`config.mk`:
```
export PLATFORM = sky130hd
export DESIGN_NAME = rect_extract
export DESIGN_NICKNAME = d
export VERILOG_FILES = /design/src/rtl/rect_extract_pkg.sv /design/src/rtl/rect_extract_acc.sv /design/src/rtl/rect_extract.sv
export SDC_FILE = /design/constraint.sdc
export NUM_CORES = 1
export LEC_CHECK = 0
export CORE_MARGIN = 2
export CORE_UTILIZATION = 50
export CTS_BUF_LIST = sky130_fd_sc_hd__clkbuf_16
export CTS_CLUSTER_DIAMETER = 60
export DETAILED_ROUTE_END_ITERATION = 10
export GPL_ROUTABILITY_DRIVEN = 0
export MAX_ROUTING_LAYER = met4
export PLACE_DENSITY = 0.71
export SYNTH_ARGS = -nofsm -noshare
export SYNTH_HDL_FRONTEND = slang
export SYNTH_HIERARCHICAL = 1
export SYNTH_SLANG_ARGS = --single-unit
```
`constraint.sdc`:
```
create_clock -name sys_clk -period 3.07 [get_ports sys_clk]
set_input_delay 0.4605 -clock sys_clk [delete_from_list [all_inputs] [get_ports sys_clk]]
set_output_delay 0.4605 -clock sys_clk [all_outputs]
set_load 0.01 [all_outputs]
```
`src/rtl/rect_extract_pkg.sv`:
```
`default_nettype none
// ============================================================================
// Module  : rect_extract_pkg
// Brief   : Shared rectangle-item layout, default geometry and FSM encoding.
// Revision: 1.0 - initial release
// ============================================================================

package rect_extract_pkg;

    localparam int c_RECT_NUMMAX    = 4;
    localparam int c_POSITION_WIDTH = 10;
    localparam int c_OV5640_X       = 640;
    localparam int c_OV5640_Y       = 480;

    // Item layout shared with the overlay consumer
    localparam int c_ITEM_W        = 32;
    localparam int c_FIELD_W       = 8;
    localparam int c_ITEM_XMIN_LSB = 24;
    localparam int c_ITEM_YMIN_LSB = 16;
    localparam int c_ITEM_XMAX_LSB = 8;
    localparam int c_ITEM_YMAX_LSB = 0;

    localparam logic [1:0] c_ST_WAIT_SOF = 2'd0;
    localparam logic [1:0] c_ST_ACCUM    = 2'd1;
    localparam logic [1:0] c_ST_PACK     = 2'd2;

    typedef struct packed {
        logic [c_FIELD_W-1:0] xmin;
        logic [c_FIELD_W-1:0] ymin;
        logic [c_FIELD_W-1:0] xmax;
        logic [c_FIELD_W-1:0] ymax;
    } box_t;

    // 10-bit pixel coordinate to 4-pixel grid (floor)
    function automatic logic [c_FIELD_W-1:0] coarse(input logic [9:0] v);
        return c_FIELD_W'(v >> 2);
    endfunction

    function automatic logic [c_ITEM_W-1:0] pack_item(input box_t b);
        logic [c_ITEM_W-1:0] item;
        item = '0;
        item[c_ITEM_XMIN_LSB +: c_FIELD_W] = b.xmin;
        item[c_ITEM_YMIN_LSB +: c_FIELD_W] = b.ymin;
        item[c_ITEM_XMAX_LSB +: c_FIELD_W] = b.xmax;
        item[c_ITEM_YMAX_LSB +: c_FIELD_W] = b.ymax;
        return item;
    endfunction

endpackage

`default_nettype wire

```
`src/rtl/rect_extract_acc.sv`:
```
`default_nettype none
// ============================================================================
// Module  : rect_acc
// Brief   : One class bounding-box accumulator with saturating hit count and
//           MIN_PIX-gated packed item output.
// Revision: 1.0 - initial release
// ============================================================================

module rect_acc
    import rect_extract_pkg::*;
#(
    parameter int P_W     = c_POSITION_WIDTH,
    parameter int MIN_PIX = 16,
    parameter int CNT_W   = 20
) (
    input  logic                sys_clk,
    input  logic                sys_rst_n,
    input  logic                i_clear,
    input  logic                i_hit,
    input  logic [P_W-1:0]      i_x,
    input  logic [P_W-1:0]      i_y,
    output logic [c_ITEM_W-1:0] o_item
);

    localparam logic [CNT_W-1:0] c_CNT_MAX = '1;
    localparam logic [CNT_W-1:0] c_CNT_MIN = CNT_W'(MIN_PIX);

    logic [P_W-1:0]   r_xmin;
    logic [P_W-1:0]   r_ymin;
    logic [P_W-1:0]   r_xmax;
    logic [P_W-1:0]   r_ymax;
    logic [CNT_W-1:0] r_cnt;
    box_t             w_box;
    logic             w_enough;

    // Clear together with a hit loads the box with that single pixel
    always_ff @(posedge sys_clk or negedge sys_rst_n) begin
        if (!sys_rst_n) begin
            r_xmin <= '1;
            r_ymin <= '1;
            r_xmax <= '0;
            r_ymax <= '0;
            r_cnt  <= '0;
        end else if (i_clear) begin
            if (i_hit) begin
                r_xmin <= i_x;
                r_ymin <= i_y;
                r_xmax <= i_x;
                r_ymax <= i_y;
                r_cnt  <= CNT_W'(1);
            end else begin
                r_xmin <= '1;
                r_ymin <= '1;
                r_xmax <= '0;
                r_ymax <= '0;
                r_cnt  <= '0;
            end
        end else if (i_hit) begin
            if (i_x < r_xmin) r_xmin <= i_x;
            if (i_y < r_ymin) r_ymin <= i_y;
            if (i_x > r_xmax) r_xmax <= i_x;
            if (i_y > r_ymax) r_ymax <= i_y;
            if (r_cnt != c_CNT_MAX) r_cnt <= r_cnt + CNT_W'(1);
        end
    end

    always_comb begin
        w_box.xmin = coarse(10'(r_xmin));
        w_box.ymin = coarse(10'(r_ymin));
        w_box.xmax = coarse(10'(r_xmax));
        w_box.ymax = coarse(10'(r_ymax));
    end

    assign w_enough = (r_cnt >= c_CNT_MIN);
    assign o_item   = w_enough ? pack_item(w_box) : '0;

endmodule

`default_nettype wire

```
`src/rtl/rect_extract.sv`:
```
`default_nettype none
// ============================================================================
// Module  : rect_extract
// Brief   : Per-class bounding-box extractor; publishes packed rectangle items
//           for the overlay stage at end of every complete frame.
// Revision: 1.0 - initial release
// ============================================================================

module rect_extract
    import rect_extract_pkg::*;
#(
    parameter int N       = c_RECT_NUMMAX,
    parameter int P_W     = c_POSITION_WIDTH,
    parameter int IMG_X   = c_OV5640_X,
    parameter int IMG_Y   = c_OV5640_Y,
    parameter int MIN_PIX = 16,
    parameter int CNT_W   = 20
) (
    input  logic                     sys_clk,
    input  logic                     sys_rst_n,
    input  logic                     i_valid,
    input  logic                     i_sof,
    input  logic                     i_hit,
    input  logic [$clog2(N+1)-1:0]   i_class,
    output logic [N*c_ITEM_W-1:0]    o_item,
    output logic                     o_item_valid,
    output logic                     o_frame_err
);

    localparam int             c_CLS_W  = $clog2(N+1);
    localparam logic [P_W-1:0] c_X_LAST = P_W'(IMG_X - 1);
    localparam logic [P_W-1:0] c_Y_LAST = P_W'(IMG_Y - 1);

    logic [P_W-1:0]        r_cnt_x;
    logic [P_W-1:0]        r_cnt_y;
    logic [P_W-1:0]        w_cur_x;
    logic [P_W-1:0]        w_cur_y;
    logic                  w_x_end;
    logic                  w_y_end;
    logic                  w_last;

    logic [1:0]            r_state;
    logic [1:0]            w_state_nxt;

    logic                  w_accept;
    logic                  w_abort;
    logic                  w_pack;
    logic                  w_clear;
    logic                  w_hit_any;

    logic [N*c_ITEM_W-1:0] w_items;
    logic [N*c_ITEM_W-1:0] r_item;
    logic                  r_item_valid;
    logic                  r_frame_err;

    // Position of the pixel currently presented; a start-of-frame pins it to the origin
    assign w_cur_x = i_sof ? '0 : r_cnt_x;
    assign w_cur_y = i_sof ? '0 : r_cnt_y;
    assign w_x_end = (w_cur_x == c_X_LAST);
    assign w_y_end = (w_cur_y == c_Y_LAST);
    assign w_last  = w_x_end && w_y_end;

    always_ff @(posedge sys_clk or negedge sys_rst_n) begin
        if (!sys_rst_n) begin
            r_cnt_x <= '0;
            r_cnt_y <= '0;
        end else if (i_valid) begin
            if (w_x_end) begin
                r_cnt_x <= '0;
                r_cnt_y <= w_y_end ? '0 : w_cur_y + P_W'(1);
            end else begin
                r_cnt_x <= w_cur_x + P_W'(1);
                r_cnt_y <= w_cur_y;
            end
        end
    end

    always_ff @(posedge sys_clk or negedge sys_rst_n) begin
        if (!sys_rst_n) begin
            r_state <= c_ST_WAIT_SOF;
        end else begin
            r_state <= w_state_nxt;
        end
    end

    always_comb begin
        w_state_nxt = r_state;
        case (r_state)
            c_ST_WAIT_SOF,
            c_ST_PACK: begin
                w_state_nxt = (i_valid && i_sof) ? c_ST_ACCUM : c_ST_WAIT_SOF;
            end
            c_ST_ACCUM: begin
                if (i_valid && w_last) begin
                    w_state_nxt = c_ST_PACK;
                end
            end
            default: begin
                w_state_nxt = c_ST_WAIT_SOF;
            end
        endcase
    end

    // Every start-of-frame reloads the accumulators with the first pixel
    always_comb begin
        w_pack    = (r_state == c_ST_PACK);
        w_accept  = i_valid && ((r_state == c_ST_ACCUM) || i_sof);
        w_abort   = (r_state == c_ST_ACCUM) && i_valid && i_sof &&
                    ((r_cnt_x != '0) || (r_cnt_y != '0));
        w_clear   = w_pack || (i_valid && i_sof);
        w_hit_any = w_accept && i_hit;
    end

    for (genvar gi = 0; gi < N; gi++) begin : g_acc
        localparam logic [c_CLS_W-1:0] c_IDX = c_CLS_W'(gi);

        rect_acc #(
            .P_W     (P_W),
            .MIN_PIX (MIN_PIX),
            .CNT_W   (CNT_W)
        ) u_acc (
            .sys_clk   (sys_clk),
            .sys_rst_n (sys_rst_n),
            .i_clear   (w_clear),
            .i_hit     (w_hit_any && (i_class == c_IDX)),
            .i_x       (w_cur_x),
            .i_y       (w_cur_y),
            .o_item    (w_items[gi*c_ITEM_W +: c_ITEM_W])
        );
    end

    always_ff @(posedge sys_clk or negedge sys_rst_n) begin
        if (!sys_rst_n) begin
            r_item       <= '0;
            r_item_valid <= 1'b0;
            r_frame_err  <= 1'b0;
        end else begin
            if (w_pack) begin
                r_item <= w_items;
            end
            r_item_valid <= w_pack;
            r_frame_err  <= w_abort;
        end
    end

    assign o_item       = r_item;
    assign o_item_valid = r_item_valid;
    assign o_frame_err  = r_frame_err;

endmodule

`default_nettype wire

```
# Word level (Yosys, flattened, before mapping)
# Cells that the tools add are included.
dict set report op_classes {
  add_sub_neg 6
  magnitude_cmp 20
  n_eq_ne 12
  n_mux 92
  reduce_logical 64
}
# cell count
set ops {}
lappend ops {{10-bit 2-to-1 mux} 69}
lappend ops {{20-bit 2-to-1 mux} 12}
lappend ops {{32-bit 2-to-1 mux} 4}
lappend ops {{20-bit by 1-bit adder with 20-bit output (second input constant)} 4}
lappend ops {{20-bit by 5-bit >= comparator with 1-bit output (second input constant)} 4}
lappend ops {{10-bit greater-than comparator} 8}
lappend ops {{10-bit < comparator} 8}
lappend ops {{20-bit inequality test (second input constant)} 4}
lappend ops {{2-bit nonzero test} 24}
lappend ops {{2-bit AND reduction} 20}
lappend ops {{10-bit by 1-bit adder with 10-bit output (second input constant)} 2}
lappend ops {{10-bit nonzero test} 2}
lappend ops {{1-bit logical AND} 12}
lappend ops {{10-bit == test (second input constant)} 1}
lappend ops {{10-bit by 9-bit == test with 1-bit output (second input constant)} 1}
lappend ops {{3-bit by 2-bit == test with 1-bit output (second input constant)} 2}
lappend ops {{1-bit 2-to-1 mux} 5}
lappend ops {{2-bit one-hot mux with 2 select lines} 1}
lappend ops {{3-bit by 1-bit == test with 1-bit output (second input constant)} 1}
lappend ops {{3-bit zero test} 1}
lappend ops {{1-bit logical OR} 3}
lappend ops {{2-bit by 1-bit == test with 1-bit output (second input constant)} 1}
lappend ops {{2-bit == test (second input constant)} 1}
lappend ops {{2-bit zero test} 1}
lappend ops {{other kinds (3)} 3}
dict set report word_totals {
  reg_bits 392
  inputBits 8
  wordCells 220
}

# Logic depth before layout (Yosys ltp)
# Gate-level depths: netlist (run 1).
dict set report logic_depth {
  ltp_word 7
  mapped_depth 12
  depth_no_buf 9
}

# Cells and area by module
# Netlist (run 1), hierarchy kept.
# mod n_inst cells_each area_per_inst_um2
set by_module_without_submodules {}
lappend by_module_without_submodules {{rect_acc at g_acc[0].u_acc ...} 3 522 4465.5}
lappend by_module_without_submodules {rect_extract 1 734 6372.4}
lappend by_module_without_submodules {{rect_acc at g_acc[1].u_acc} 1 522 4476.8}

# Worst setup path before layout (run 1)
# No wires, ideal clock.
dict set report synth_path {
  path_type {input to register}
  from {input i_sof}
  to {register g_acc[0].u_acc.r_xmax[1]}
  setup_ns 0.121
  arrival_ns 3.218
  required_ns 2.949
  setup_slack_ns -0.269
  path_stages 11
  cell_sequence {buf_2 clkbuf_1 clkbuf_1 nor2b_1 ha_1 a211oi_1 nor2_1 a2111o_1 a22o_1 clkbuf_1 a22o_1}
}
# element line_no
set synth_rtl {}
lappend synth_rtl {{from (decl)} rect_extract.sv:22} ;# input logic i_sof,
lappend synth_rtl {{10-bit 2-to-1 mux} rect_extract.sv:57} ;# assign w_cur_x = i_sof ? '0 : r_cnt_x;
lappend synth_rtl {{net w_cur_x[7]} rect_extract.sv:36} ;# logic [P_W-1:0] w_cur_x;
lappend synth_rtl {{10-bit greater-than comparator} rect_extract_acc.sv:61} ;# if (i_x > r_xmax) r_xmax <= i_x;
lappend synth_rtl {{2-bit nonzero test (no source line)} -}
lappend synth_rtl {{2-bit AND reduction (no source line)} -}
lappend synth_rtl {{to (signal assigned)} rect_extract_acc.sv:48} ;# r_xmax <= i_x;
lappend synth_rtl {{to (signal assigned)} rect_extract_acc.sv:61}
lappend synth_rtl {{to (decl)} rect_extract_acc.sv:30} ;# logic [P_W-1:0] r_xmax;
# The timed path passes the listed nets, and every way through them passes these cells. The select of a mux whose other input is x is not followed.
# A chain may end at the register's enable or synchronous reset.

# Final worst setup path (run 1)
dict set report layout_path {
  from {input i_sof}
  to {register g_acc[0].u_acc.r_xmax[7]}
}
# Same word-level chain as after synthesis.

==> results of run 1 <==
==> cells by family after synthesis <==
logic type	synth area share, %
AO/OA/AOI/OAI	15.7
XOR/XNOR	1.99
adder cells (fa/ha/maj)	8.36
buffers and inverters	5.49
flip-flops	40.9
multiplexers	0.206
AND/OR/NAND/NOR	27.4
==> worst max-delay path: stages <==
cell	delay, ns
clkdlybuf4s50_1	0.44
buf_12	0.17
nor2b_2	0.67
ha_1	0.37
o21ai_0	0.18
nor2_1	0.08
a2111o_1	0.43
a22o_1	0.23
buf_4	0.15
a22o_1	0.18
==> final timing paths <==
kind                                            endpoint  slack, ns
min in group asynchronous                     o_item[52]       0.48
max in group asynchronous       g_acc[0].u_acc/r_xmin[9]       1.72
worst min register to register                o_item[45]       0.47
worst max register to register  g_acc[0].u_acc/r_xmin[7]       0.28
worst min-delay path                          o_item[45]       0.47
worst max-delay path            g_acc[0].u_acc/r_xmax[7]       0.15
==> state kept, by name, indices dropped and copies added (netlist names) <==
register	flops
o_item	128
r_state	2
r_cnt_y	10
g_acc.u_acc/r_xmax	40
g_acc.u_acc/r_xmin	40
o_item_valid	1
o_frame_err	1
r_cnt_x	10
g_acc.u_acc/r_ymin	40
g_acc.u_acc/r_ymax	40
g_acc.u_acc/r_cnt	80
==> power groups by stage <==
stage	Sequential, mW	Clock (mW)	Combinational, mW
after floorplan	5.59	0	0.924
after global placement	5.64	0	1.41
after detailed placement	5.64	0	1.47
after CTS	5.55	5.27	1.48
after global routing	5.58	5.50	1.68
final	5.56	5.18	1.49
==> per-stage QoR <==
| step | cells | total power, mW |
|---|---|---|
| 2_1_floorplan | 2822 | 6.51 |
| 3_3_place_gp | 3631 | 7.04 |
| 3_5_place_dp | 3631 | 7.11 |
| 4_1_cts | 3712 | 12.3 |
| 5_1_grt | 3712 | 12.8 |
| 6_report | 3712 | 12.2 |
==> routing by layer <==
metal	GRT usage, %	vias to the layer above
met1	36.5	10496
met5	-	-
met2	44.3	721
li1	-	10261
met3	4.53	185
met4	10.8	0
==> placed cells by master, fill, tap and decap left out, types with 9 or more instances in the layout <==
| cell | n |
|---|---|
| a211oi_1 | 36 |
| a21oi_1 | 59 |
| a22o_1 | 90 |
| a22oi_1 | 81 |
| a31oi_1 | 14 |
| and2_1 | 134 |
| and3_1 | 31 |
| buf_12 | 15 |
| buf_4 | 171 |
| clkbuf_16 | 45 |
| clkdlybuf4s50_1 | 136 |
| clkinv_2 | 9 |
| dfrtp_1 | 312 |
| dfstp_2 | 80 |
| ha_1 | 162 |
| inv_1 | 233 |
| nand2_1 | 462 |
| nand2b_1 | 94 |
| nand3_1 | 185 |
| nand4_1 | 43 |
| nor2_1 | 168 |
| nor2b_1 | 95 |
| nor2b_2 | 9 |
| nor3_1 | 24 |
| nor4_1 | 24 |
| nor4_2 | 11 |
| o2111ai_1 | 17 |
| o211a_1 | 12 |
| o21a_1 | 16 |
| o21ai_0 | 121 |
| xnor2_1 | 39 |
| xor2_1 | 16 |
==> final cells by class <==
class / count / area, um2 / share of cell area, %
Clock inverter: 35 / 263 / 0.908
Clock buffer: 45 / 1130 / 3.89
Timing Repair Buffer: 324 / 2970 / 10.3
Multi-Input combinational cell: 2081 / 13100 / 45.2
Sequential cell: 392 / 9910 / 34.2
Tap cell: 615 / 769 / 2.66
Inverter: 220 / 828 / 2.86
==> impl.org, run 1 <==
** Routing
- The highest layer touched by signal routing is met4.
- Routed vias/inst :: 5.84
- Routed via count :: 21663
- Remaining DRCs :: 0
- Average wire per standard cell :: 18.3 um
- Met3 WL post-DR :: 4060 um
- Before antenna repair, the detailed router went through 7 iterations.
- Detailed-routing wirelength on met1 :: 29800 um
- The detailed router finished its first iteration with 1785 violations.
- ANT nets after route :: 0
- After detailed routing, the total wire length is 67900 um.
- After detailed routing, the met2 layer carries 31400 um of wire.

** Cells and area
- From synthesis to final layout, the design area changed by 19.4%.
- Cells fill 60.5% of the core in the end.
- Net count reported at finish :: 3233
- Filler cells :: 4113
- Share of final-layout standard cells stronger than drive strength 1 :: 12.4%
- With fillers left out, the area of the finished cells amounts to 0.0289 mm2.
- Ant diodes :: 0

** Setup path
- Element type at the critical path end :: flop
- The worst setup path is launched from a primary input.
- Worst reg2reg path depth :: 8
- For the worst setup path, the data required time is 3.54 ns.
- Of all nets on the critical path, the largest fanout is 17.
- The startpoint identified for the worst register-to-register timing path is r_cnt_x[2].
- Critical Setup Path Class :: in2reg
- The critical path starts at i_sof.
- Arrival time at the worst endpoint :: 3.39 ns

** Clock tree
- TritonCTS built the clock tree.
- Clock transition at the registers of the reported paths :: 0.06 ns
- For this design, the sink count on the clock tree is 392.
- The number of hold buffers added after CTS was 1.
- Post-cts repair resize count :: 0
- Once the clock tree was built, the setup fixing pass inserted 0 buffers.
- Number of clock buffers inserted by TritonCTS :: 44
- In this run the number of H-tree levels came out at 2.
- Master cell of the clock root buffer :: clkbuf_16
- The later pin in the worst-skew pair is clocked with a latency of 0.59 ns.
- In this run the deepest clock path goes through 3 buffers.

** Timing
- Max Fclk :: 343 MHz
- After layout, the worst setup slack is 0.152 ns.
- Dividing the final minimum period by the clock period gives 95.0%.
- Minimum clock period after layout :: 2.92 ns
- Slew @ Worst Pin :: 0.918 ns
- In the final timing run, aggregate negative setup slack is 0 ns.
- The number of hold violations in the final report was 0.
- On the final layout, the worst clock skew is 0.0189 ns.
- Setup violations remaining at the end of the flow were counted as 0.
- Measured against its own limit, the worst slew margin works out to 38.3%.
- Setup repair after global routing left no endpoint under its margin.
- The max-slew violation count was 0.
- Worst hold margin :: 0.469 ns

** Power
- The clock network accounts for 42.4% of the total power.
- VDD sags by at most 0.000328 V.
- Share of power burned in combinational logic :: 12.2%
- Proportion of power drawn by flip-flops and latches :: 45.4%
- Of the total power, the share spent switching nets is 26.4%.
- For this design the ratio of total power to cell area is 422 mW/mm2.
- Leakage power :: 13.8 nW
- Switching Power :: 3.22 mW
- Total internal power :: 9.00 mW

** Run
- The tool flagged a number of max-cap violations equal to 0.

** Placed design
- Once detailed placement completed, the half-perimeter wirelength came to 48600 um.
- Setup Slack @ Placement :: -0.385 ns
- Summing all placed instances gives a cell area of 0.0275 mm2.
- Port buffering added 137 buffers.

** Synth
- In the synthesized netlist the async set-or-reset flop fraction comes to 100%.
- Most instantiated flip-flop cell in the synthesis netlist :: dfrtp_1
- By count the netlist is led by 463 x nand2_1, 312 x dfrtp_1, 219 x inv_1, 185 x nand3_1, 170 x nor2_1.
- In the post-synthesis netlist, the cell with the most instances is nand2_1.
- Per-instance average area after synthesis :: 8.59 um2
- After synthesis the cells add up to 0.0242 mm2.
- Synthesized Nets :: 2992
- Proportion of netlist area held by the largest area contributor :: 32.2%
- During synthesis, Yosys emitted a total of 6 warnings.
- Post-synthesis register bit count :: 392
- Counting flops with a built-in enable in the synthesized netlist gives 0.
- Sequential elements use 40.9% of the synthesized area.
- Synthesis produced a netlist whose cell count is 2822.
- Summed over all instances, the cell type with the most area after synthesis is dfrtp_1.
- In this run, distinct cell masters in the synthesized netlist total 68.
- Top cells by area in the synthesized netlist :: dfrtp_1 32%, dfstp_2 8.7%, ha_1 8.4%

** Hold path
- Class of the worst hold path :: reg2reg
- In this run the most critical hold path is launched from o_item[45].
- Cell depth of the worst min-delay path :: 2

** Global routing
- Summed over all layers, the global routing overflow is 0.
- Vias in the first global route :: 21687
- Across every metal layer, demand over resource in global routing totals 28.1%.
- Entering global routing, the biggest net connects 78 pins.
- Number of antenna violations at the first check in global routing :: 0
- Global-route wire length before repair :: 112000 um

** Die
- Row generation in the floorplan step produced 80 rows.
- Die X :: 224 um
- Number of top-level design ports :: 138
- For this configuration, the core starts out at a cell density of 50.7%.
- Chip height :: 224 um
- The core region is 0.0478 mm2.
- The floorplan step defined a die boundary enclosing 0.0503 mm2.

** Outcome
- The run finished with clean final reports.
(Power assumes the default switching activity.)
==> run 2: changes to the inputs <==
- GPL_ROUTABILITY_DRIVEN: 0 -> not set
==> run 2 against run 1 <==
  * Non-clock buffer count decreased by 7
  * Maximum frequency decreased by 1.2%
  * Cell area increased by 0.54%
  * Count of clock-buffer cells in the layout increased by 3
  * Clock power increased by 12%
  * Register-to-register slack got worse by 0.08 ns
  * Critical path type unchanged
==> impl.org, run 2 (same netlist as run 1, synthesis figures left out) <==
** Outcome
- Outcome :: completed

** Setup path
- Arrival time at the worst endpoint :: 3.47 ns (+0.08 ns)
- The critical path in this run is classified as in2reg.
- Element type at the critical path end :: flop
- The data required time at the worst endpoint was 3.59 ns (+0.05 ns).
- The worst setup path is launched from a primary input.
- Launching instance or port of the critical path :: i_sof
- The largest fanout on the critical path came to 12 (-5).
- Worst r2r src :: r_cnt_x[5]

** Global routing
- The via count of the first global-routing pass was 21292 (-1.8%).
- The global-route wire length before repair is 111000 um (-1.1%).
- Number of antenna violations at the first check in global routing :: 0 (unchanged)
- The pin count of the biggest net entering global routing came to 130 (+67%).
- The global routing usage summed across all routing layers was 27.7% (-0.40 points).
- Overflow after GRT :: 0 (unchanged)

** Clock tree
- Post CTS Setup Buffer Count :: 0 (unchanged)
- Htree depth :: 2 (unchanged)
- Number of clock buffers inserted by TritonCTS :: 47 (+6.8%)
- Bufs on Longest Clock Path :: 3 (unchanged)
- Clock transition at the registers of the reported paths :: 0.06 ns (about the same)
- The number of clock sinks is 392 (unchanged).
- Master cell of the clock root buffer :: clkbuf_16
- The post-cts repair resize count came to 0 (unchanged).
- Clk_lat worst skew :: 0.59 ns (about the same)
- TritonCTS built the clock tree.

** Timing
- Worst setup slack after layout :: 0.116 ns (-0.0356 ns)
- Count of final hold-check violations :: 0 (unchanged)
- Setup Viol. Count Final :: 0 (unchanged)
- The actual slew at the worst max-slew pin was 0.996 ns (+0.0776 ns).
- The maximum clock frequency is 339 MHz (-1.2%).
- Max Slew Vio Count :: 0 (unchanged)
- Summed negative setup slack over all endpoints :: 0 ns (unchanged)
- Part of the cycle the worst path needs :: 96.2% (+1.2 points)
- The remaining max-slew budget at the tightest pin was 33.0% (-5.2 points).
- Setup repair after global routing left no endpoint under its margin.
- Clock Skews :: 0.0236 ns (+0.00478 ns)
- The minimum clock period came to 2.95 ns (+0.0356 ns).

** Power
- Maximum ir drop on the vdd rail :: 0.000362 V (+10%)
- The reported leakage power is 13.9 nW (+0.35%).
- The power per cell area was 440 mW/mm2 (+4.2%).

** Die
- The total die area was 0.0503 mm2 (unchanged).
- The area of the core came to 0.0478 mm2 (unchanged).
- The number of placement rows came to 80 (unchanged).
- Die X :: 224 um (unchanged)
- The die height was 224 um (unchanged).
- The number of top-level pins is 138 (unchanged).
- Starting utilization of the core area :: 50.7% (unchanged)

** Routing
- The average wire length per cell after detail routing was 18.1 um (-1.1%).
- WL final :: 67200 um (-1.1%)
- Remaining DRCs :: 0 (unchanged)
- The per-cell via count in the routed design was 5.83 (-0.16%).
- The number of search-and-repair iterations in the first detailed-routing pass is 5 (-2).
- The number of nets with antenna violations after routing is 0 (unchanged).
- Routed via count :: 21641 (-0.10%)
- The violation count after the first detailed-route iteration was 1772 (-0.73%).

** Placed design
- The cell area reported after detailed placement is 0.0275 mm2 (-0.24%).
- Routability-driven placement finished with a final weighted congestion of 0.948.
- Number of port buffers :: 137 (unchanged)
- The total placed cells including tap cells came to 3624 (-0.19%).
- Setup Slack @ Placement :: -0.397 ns (-0.0117 ns)
- Detailed placement HPWL :: 47800 um (-1.8%)

** Cells and area
- Share of final-layout standard cells stronger than drive strength 1 :: 12.4% (+0.061 points)
- Filler cells :: 4099 (-0.34%)
- Area used by multi-input combinational logic :: 0.0131 mm2 (unchanged)
- Leading cell type in the layout, fill and taps excluded :: nand2_1
- Relative to the synthesized area, the layout overhead comes to 20.0%.
- Highest-count cells in the layout ignoring fill and taps :: 462 x nand2_1, 312 x dfrtp_1, 229 x inv_1
- The post-route non-filler standard cell count was 3714 (+0.054%).
- The post-layout net count was 3229 (-0.12%).
- The area of all placed cells without fillers is 0.0291 mm2 (+0.54%).
- Flip-flop count of the largest register after layout :: 128 (unchanged)
- Storage cell area :: 0.00991 mm2 (unchanged)

** Run
- The number of max-cap violations was 0 (unchanged).

** Hold path
- The path class of the tightest hold or removal check is in2async.
[run 2: area by class of cell]
type,count,area share (%)
multi-input cells,2081,44.9
clock buffers,48,4.13
flip-flops and latches,392,34.0
well taps,615,2.64
inverters,220,2.85
repair buffers,317,9.98
diodes,1,0.00860
clock inverters,40,1.40
[run 2: layer usage]
layer | GRT usage [%] | vias up | part of all wire, %
met5 | - | - | 0
met4 | 10.1 | 0 | 3.7
met3 | 3.61 | 165 | 5.0
met2 | 43.5 | 683 | 46
met1 | 36.8 | 10560 | 46
li1 | - | 10233 | -
[run 2: worst paths after layout]
check,endpoint,slack [ns],cells past startpoint
worst min register to register,o_item[124],0.47,2
max in group asynchronous,g_acc[3].u_acc/r_ymin[5],1.71,3
min in group sys_clk,o_item[124],0.47,2
worst min-delay path,o_item[52],0.42,2
worst max-delay path,g_acc[0].u_acc/r_xmax[7],0.12,9
worst max register to register,g_acc[2].u_acc/r_xmax[7],0.20,7
[run 2: stage by stage]
stage,total power [mW],hold WS [ns],util (%)
2_1_floorplan,6.51,0.165,-
3_3_place_gp,7.03,0.459,57.4
3_5_place_dp,7.09,0.462,57.4
4_1_cts,12.9,0.435,60.8
5_1_grt,13.3,0.460,60.8
6_report,12.8,0.419,60.8
[run 2: timing repair]
action | in CTS | in global routing
hold buffers | 1 | 0
endpoints found under the setup margin | 0 | 0
hold endpoints to repair | 46 | 0
[run 2: critical path, cell delays in order]
cell and delay, ns:
clkdlybuf4s50_1 0.45, buf_12 0.17, nor2b_2 0.70, ha_1 0.38
o21ai_0 0.18, nor2_1 0.06, a2111o_1 0.43, a21oi_2 0.41
a22o_1 0.23
[run 2: report_power, final]
| part | switching, mW | internal (mW) |
|---|---|---|
| Clock | 2.27 | 3.51 |
| Sequential | 0.111 | 5.44 |
| Combinational | 0.912 | 0.560 |
==> run 3: changes to the inputs <==
- SLEW_MARGIN: not set -> 10
==> results of run 3 <==
No change in the layout: final DEF, timing and power equal those of run 2.
